--- src/rtl/trg_mon_pkg.sv ---
// trg_mon_pkg: state type and constants shared by the monitor scan block.
// The CKS state exists only when TRG_MON_CKSUM_EN is defined.
package trg_mon_pkg;

    localparam logic [15:0] PAT_5AA5       = 16'h5AA5;
    localparam logic [15:0] PAT_EB90       = 16'hEB90;

    localparam logic [7:0]  DEF_FIRST_ADDR = 8'h02;
    localparam logic [7:0]  DEF_LAST_ADDR  = 8'h22;
    localparam logic [15:0] DEF_FRAME_HDR  = PAT_EB90;

    typedef enum logic [2:0] {
        IDLE = 3'd0,
        HDR  = 3'd1,
        CNT  = 3'd2,
        RD   = 3'd3,
        CAP  = 3'd4,
        SEND = 3'd5,
`ifdef TRG_MON_CKSUM_EN
        CKS  = 3'd6,
`endif
        DONE = 3'd7
    } state_t;

endpackage

--- src/rtl/trg_mon_scan.sv ---
// trg_mon_scan: reads a monitor address range and streams it as a framed
// word sequence. Define TRG_MON_CKSUM_EN to append a 16-bit checksum word.
module trg_mon_scan
    import trg_mon_pkg::*;
#(
    parameter logic [7:0]  FIRST_ADDR = DEF_FIRST_ADDR,
    parameter logic [7:0]  LAST_ADDR  = DEF_LAST_ADDR,
    parameter logic [15:0] FRAME_HDR  = DEF_FRAME_HDR
) (
    input  logic        clk_in,
    input  logic        rst_in_N,
    input  logic        start_in,
    input  logic [15:0] mon_data_in,
    output logic        rd_out,
    output logic [7:0]  rd_addr_out,
    output logic [15:0] frame_data_out,
    output logic        frame_valid_out,
    input  logic        frame_ready_in,
    output logic        frame_sof_out,
    output logic        frame_eof_out,
    output logic        busy_out,
    output logic [15:0] frame_cnt_out
);

    state_t state;
    logic   xfer;
    logic   at_last;

`ifdef TRG_MON_CKSUM_EN
    logic [15:0] cksum;
`endif

    // A word moves only when the registered valid meets ready.
    assign xfer    = frame_valid_out & frame_ready_in;
    // rd_addr_out doubles as the scan address register.
    assign at_last = (rd_addr_out >= LAST_ADDR);

    // Frame sequencer; every output is a register loaded on state entry.
    always_ff @(posedge clk_in or negedge rst_in_N) begin
        if (!rst_in_N) begin
            state           <= IDLE;
            rd_out          <= 1'b0;
            rd_addr_out     <= 8'h00;
            frame_data_out  <= 16'h0000;
            frame_valid_out <= 1'b0;
            frame_sof_out   <= 1'b0;
            frame_eof_out   <= 1'b0;
            busy_out        <= 1'b0;
            frame_cnt_out   <= 16'h0000;
`ifdef TRG_MON_CKSUM_EN
            cksum           <= 16'h0000;
`endif
        end else begin
            case (state)
                IDLE: begin
                    if (start_in) begin
                        state           <= HDR;
                        busy_out        <= 1'b1;
                        frame_data_out  <= FRAME_HDR;
                        frame_valid_out <= 1'b1;
                        frame_sof_out   <= 1'b1;
                    end
                end
                HDR: begin
                    if (xfer) begin
                        state          <= CNT;
                        frame_data_out <= frame_cnt_out;
                        frame_sof_out  <= 1'b0;
                    end
                end
                CNT: begin
                    if (xfer) begin
                        state           <= RD;
                        frame_valid_out <= 1'b0;
                        rd_out          <= 1'b1;
                        rd_addr_out     <= FIRST_ADDR;
`ifdef TRG_MON_CKSUM_EN
                        cksum           <= frame_cnt_out;
`endif
                    end
                end
                RD: begin
                    rd_out <= 1'b0;
                    state  <= CAP;
                end
                CAP: begin
                    state           <= SEND;
                    frame_data_out  <= mon_data_in;
                    frame_valid_out <= 1'b1;
`ifdef TRG_MON_CKSUM_EN
                    frame_eof_out   <= 1'b0;
                    cksum           <= cksum + mon_data_in;
`else
                    frame_eof_out   <= at_last;
`endif
                end
                SEND: begin
                    if (xfer) begin
                        if (!at_last) begin
                            state           <= RD;
                            frame_valid_out <= 1'b0;
                            rd_out          <= 1'b1;
                            rd_addr_out     <= rd_addr_out + 8'd1;
                        end else begin
`ifdef TRG_MON_CKSUM_EN
                            state           <= CKS;
                            frame_data_out  <= cksum;
                            frame_valid_out <= 1'b1;
                            frame_eof_out   <= 1'b1;
`else
                            state           <= DONE;
                            frame_valid_out <= 1'b0;
                            frame_eof_out   <= 1'b0;
`endif
                        end
                    end
                end
`ifdef TRG_MON_CKSUM_EN
                CKS: begin
                    if (xfer) begin
                        state           <= DONE;
                        frame_valid_out <= 1'b0;
                        frame_eof_out   <= 1'b0;
                    end
                end
`endif
                DONE: begin
                    state         <= IDLE;
                    busy_out      <= 1'b0;
                    frame_cnt_out <= frame_cnt_out + 16'd1;
                end
                default: begin
                    state <= IDLE;
                end
            endcase
        end
    end

endmodule

--- config.mk ---
export PLATFORM = sky130hd
export DESIGN_NAME = trg_mon_scan
export DESIGN_NICKNAME = d
export VERILOG_FILES = /design/src/rtl/trg_mon_pkg.sv /design/src/rtl/trg_mon_scan.sv
export SDC_FILE = /design/constraint.sdc
export NUM_CORES = 1
export LEC_CHECK = 0
export CAP_MARGIN = 25
export CORE_AREA = 8 8 77 79
export CTS_CLUSTER_DIAMETER = 80
export DETAILED_ROUTE_END_ITERATION = 8
export DIE_AREA = 0 0 85 87
export GPL_ROUTABILITY_DRIVEN = 0
export GPL_TIMING_DRIVEN = 1
export PLACE_DENSITY = 0.85
export SYNTH_ARGS = -nofsm -noshare
export SYNTH_HDL_FRONTEND = slang
export SYNTH_SLANG_ARGS = --single-unit
--- constraint.sdc ---
create_clock -name clk_in -period 3.3 [get_ports clk_in]
set_input_delay 0.66 -clock clk_in [delete_from_list [all_inputs] [get_ports clk_in]]
set_output_delay 0.66 -clock clk_in [all_outputs]
set_load 0.005 [all_outputs]
-- After elaboration in Yosys (flattened, before gate mapping)
Index checks and enable logic that the tools add are counted.
- reductions and logical operators: 17
- equality and inequality tests: 13
- $add $sub $neg: 2
- $lt $le $gt $ge: 1
- muxes and demuxes: 25
- bitwise gates (word level): 1
- operator list (kind ; count):
    16-bit case mux with 3 select lines ; 1
    16-bit two-way mux ; 2
    8-bit two-way mux ; 3
    3-bit case mux with 6 select lines ; 1
    16-bit by 1-bit adder with 16-bit output (second input constant) ; 1
    8-bit case mux with 2 select lines ; 1
    3-bit two-way mux ; 5
    2-bit inequality test (second input constant) ; 6
    3-bit AND reduction ; 4
    4-bit AND reduction ; 3
    3-bit == test (second input constant) ; 3
    3-bit nonzero test ; 3
    8-bit by 1-bit adder with 8-bit output (second input constant) ; 1
    8-bit by 6-bit >= comparator with 1-bit output (second input constant) ; 1
    2-bit nonzero test ; 4
    1-bit two-way mux ; 7
    3-bit by 2-bit == test with 1-bit output (second input constant) ; 2
    1-bit case mux with 2 select lines ; 3
    1-bit case mux with 3 select lines ; 2
    3-bit by 1-bit == test with 1-bit output (second input constant) ; 1
    3-bit logical NOT ; 1
    2-bit by 1-bit inequality test with 1-bit output (second input constant) ; 1
    2-bit AND reduction ; 1
    2-bit OR reduction ; 1
    1-bit AND ; 1
- bits in registers: 48
- input port bits: 20
- word-level logic and storage cells: 68
- output and inout port bits: 45

-- Longest topological paths before layout
- depth in word-level cells: 4
- mapped depth: 6
- gate-level depth less buffers: 6

-- Least setup slack after synthesis
OpenSTA, ideal clock, no wires.
- kind: reg-to-reg
- start point: register rd_addr_out[0]
- end point: register rd_addr_out[1]
- setup time: 0.125 ns
- slack: 1.454 ns
- data arrival time: 1.721 ns
- data required time: 3.175 ns
- stages on the path, launching flop included: 7
- clock period less this slack: 1.846 ns
- buffers on the path: 0
- path through: dfrtp_1 -> inv_1 -> ha_1 -> nor4_2 -> a211oi_2 -> nor2_1 -> mux2_2
- word-level cells in the longest chain between the ends: 4
- elaborated cells between the ends (all ways): 7
- classes of those cells: 1 x add/sub; 1 x order compare; 1 x eq/ne; 3 x mux; 1 x reduce/logical
- ends and longest elaborated chain (what ; line ; text):
    start: declaration ; trg_mon_scan.sv:15 ; output logic [7:0] rd_addr_out,
    start signal: assignment ; trg_mon_scan.sv:103 ; rd_addr_out <= rd_addr_out + 8'd1;
    8-bit by 1-bit adder with 8-bit output ; trg_mon_scan.sv:103 ;
    8-bit two-way mux ; trg_mon_scan.sv:99 ; if (!at_last) begin
    8-bit two-way mux ; trg_mon_scan.sv:98 ; if (xfer) begin
    8-bit case mux with 2 select lines ; trg_mon_scan.sv:54 ; case (state)
Parallel ways exist; a longest one is shown, timed or not. The select of a mux whose other input is x is not followed.
A chain may end at the register's enable or synchronous reset.

-- Final worst setup path
Ends and elaborated chain as after synthesis.

==> results_dict.tcl <==
set metrics [dict create \
    status "completed" \
    clkLatencyLatePin_ns 0.30 \
    hold_ws_ns 0.1869 \
    syn2layout_area_growth_pct 34.18 \
    critPathKind "reg2reg" \
    irDropWorstVdd_mv 0.4254 \
    grt_pass1_vias 1951 \
    tightest_slew_ns 0.5645 \
    r2r_slack_ns 1.24 \
    antennaDiodeCount 0 \
    initial_core_util 0.4750 \
    drtAntennaViolNets 0 \
    drive_above_1_share 0.07368 \
    cp-start-kind "flop" \
    synthFlopType "dfrtp_1" \
    arrival_ns 2.25 \
    drt_iter0_drc 147 \
    total_leakage_power_nw 1.264 \
    post-synth-top-count-cell "dfrtp_1" \
    synth_area_leaders "dfrtp_1 52%, a22oi_1 5.2%, nor2_1 3.9%" \
    cts_buffer_depth 2 \
    syn-num-nets 246 \
    rows 26 \
    vias_per_cell 5.695 \
    drv_cap 0 \
    ys_seq_area_frac 0.5217 \
    max_freq_ghz 0.4864 \
    synthTopCellsByCount "48 x dfrtp_1, 24 x nor2_1, 16 x a21oi_1, 16 x a22oi_1, 13 x nand2_1" \
    fillers 389 \
    grt_pass1_wl_um 9577 \
    yosysUniqueCellTypes 44 \
    endpoint_kind "flop" \
    grt_remaining_overflow 0 \
    synthCells 223 \
    yosysTopAreaCell "dfrtp_1" \
    rsz0062_at_grt "no" \
    wl_um 5816 \
    grt_usage 0.1633 \
    hold_viol 0 \
    worstRegToRegCells 6 \
    synth_seq_cells 48 \
    max-slew-margin-rel 0.6237 \
    fin_nets 308 \
    grt_max_degree 49 \
    cts_resized 0 \
    cp_max_fo 7 \
    wl_per_cell_um 17.06 \
    synth_top_area_share 0.5217 \
    setup_tns_ns 0 \
    async_flop_share 1.000 \
    clkTransAtPathRegs_ns 0.08 \
    synth-edff-count 0 \
    drcViolationCount 0 \
    syn_avg_cell_area_um2 10.32 \
    die_area_um2 7395 \
    hp-class "in2async" \
    root_buffer "clkbuf_8" \
    yosysWarnings 0 \
    finalSetupViolCount 0 \
    via_count 1942 \
    finalMaxSlewViolations 0 \
    ios 65 \
    fin_worst_skew_ns 0.003898 \
    first_pass_iters 4 \
    die_x_um 85 \
    post_cts_buffers 0 \
    synth_area_um2 2302 \
    final.min_clock_period_ns 2.056 \
    reg2reg_from "rd_addr_out[0]" \
    p_total_mw 2.300 \
    p_per_area_nw_per_um2 744.5 \
    cts_tree "done" \
    htreeDepth 2 \
    cts.sinks 48 \
    numCtsBuffers 5 \
    die_h_um 87 \
    io_buffers 64 \
    fin_crit_sh 0.6230 \
    regToRegEndpoint "rd_addr_out[1]" \
    required_ns 3.49 \
    antenna_found_initial 0 \
    coreArea_um2 4847 \
    dp_hpwl_um 4240 \
    cts_hold_buffers 0 \
]
==> cell type report <==
class                      instances  area, um2  share of cell area
inverter                           3      11.26            0.003645
multi-input combinational        160       1040              0.3366
clock buffer                       7      96.34             0.03119
sequential                        48       1201              0.3888
tap                               56      70.07             0.02268
timing repair buffer              67      670.6              0.2171
==> through the flow <==
stage | instance area, um2 | utilization | worst slack, ns | instances
finish | 3089 | 0.6373 | 1.244 | 341
floorplan | 2302 | - | 1.454 | 223
global placement | 2973 | 0.6133 | 1.043 | 333
CTS | 3069 | 0.6332 | 1.246 | 340
global route | 3089 | 0.6373 | 1.090 | 341
detailed placement | 2973 | 0.6133 | 0.9838 | 333
==> power breakdown <==
group	internal [mW]	total (mW)	switching, mW
Combinational	0.519	0.956	0.436
Clock	0.187	0.370	0.183
Sequential	0.768	0.975	0.207
Total	1.47	2.30	0.826
==> placed cells by master, fill, tap and decap left out, types with 2 or more instances in the layout <==
cell type,Yosys,routed
a21oi_1,16,16
a22oi_1,16,16
a31oi_1,8,8
and2_1,6,6
and3_1,4,4
buf_4,1,2
clkbuf_8,0,7
clkdlybuf4s50_1,0,63
dfrtp_1,48,48
ha_1,3,3
inv_1,3,3
mux2_2,2,2
mux2i_1,2,2
nand2_1,13,13
nand3_1,6,6
nand3b_1,2,2
nand4_1,5,5
nor2_1,24,24
nor2b_1,2,2
nor3_1,4,4
o21ai_0,7,7
o22a_1,2,2
or3_1,3,3
xnor2_1,9,9
xor2_1,6,6
==> how the worst max path moves through the flow <==
stage              startpoint                 end  slack, ns  cells after the start
4_1_cts        rd_addr_out[0]      rd_addr_out[1]       1.25                      6
6_report       rd_addr_out[0]      rd_addr_out[1]       1.24                      6
3_5_place_dp   frame_ready_in      rd_addr_out[1]       0.98                      5
2_1_floorplan  rd_addr_out[0]      rd_addr_out[1]       1.45                      6
5_1_grt              state[2]   frame_data_out[7]       1.09                      5
3_3_place_gp   frame_ready_in  frame_data_out[15]       1.04                      6
==> logic make-up (layout without fill, tap and decap cells) <==
logic type	after synthesis	after routing	synth area share
simple gates	79	79	0.1880
compound gates	59	59	0.1685
flops	48	48	0.5217
xor+xnor	15	15	0.05707
buf+inv	15	77	0.02989
mux	4	4	0.01848
fa+ha+maj	3	3	0.01631
==> critical path: stages, from the launching register on <==
cell      delay [ns]
dfrtp_1         0.42
inv_1           0.10
ha_1            0.21
nor4_2          0.34
a211oi_2        0.18
nor2_1          0.32
mux2_2          0.37
==> sequential cells by signal, indices dropped and copies added, names as in the netlist <==
register	count
frame_cnt_out	16
busy_out	1
frame_data_out	16
frame_sof_out	1
frame_eof_out	1
state	3
frame_valid_out	1
rd_out	1
rd_addr_out	8
==> per-layer routing <==
metal  track usage  wire length (um)
met5             0                 0
met4       0.06796               114
met3       0.04151               293
met2        0.2649              2902
met1        0.2016              2506
Power figures use the tool's default switching activity.
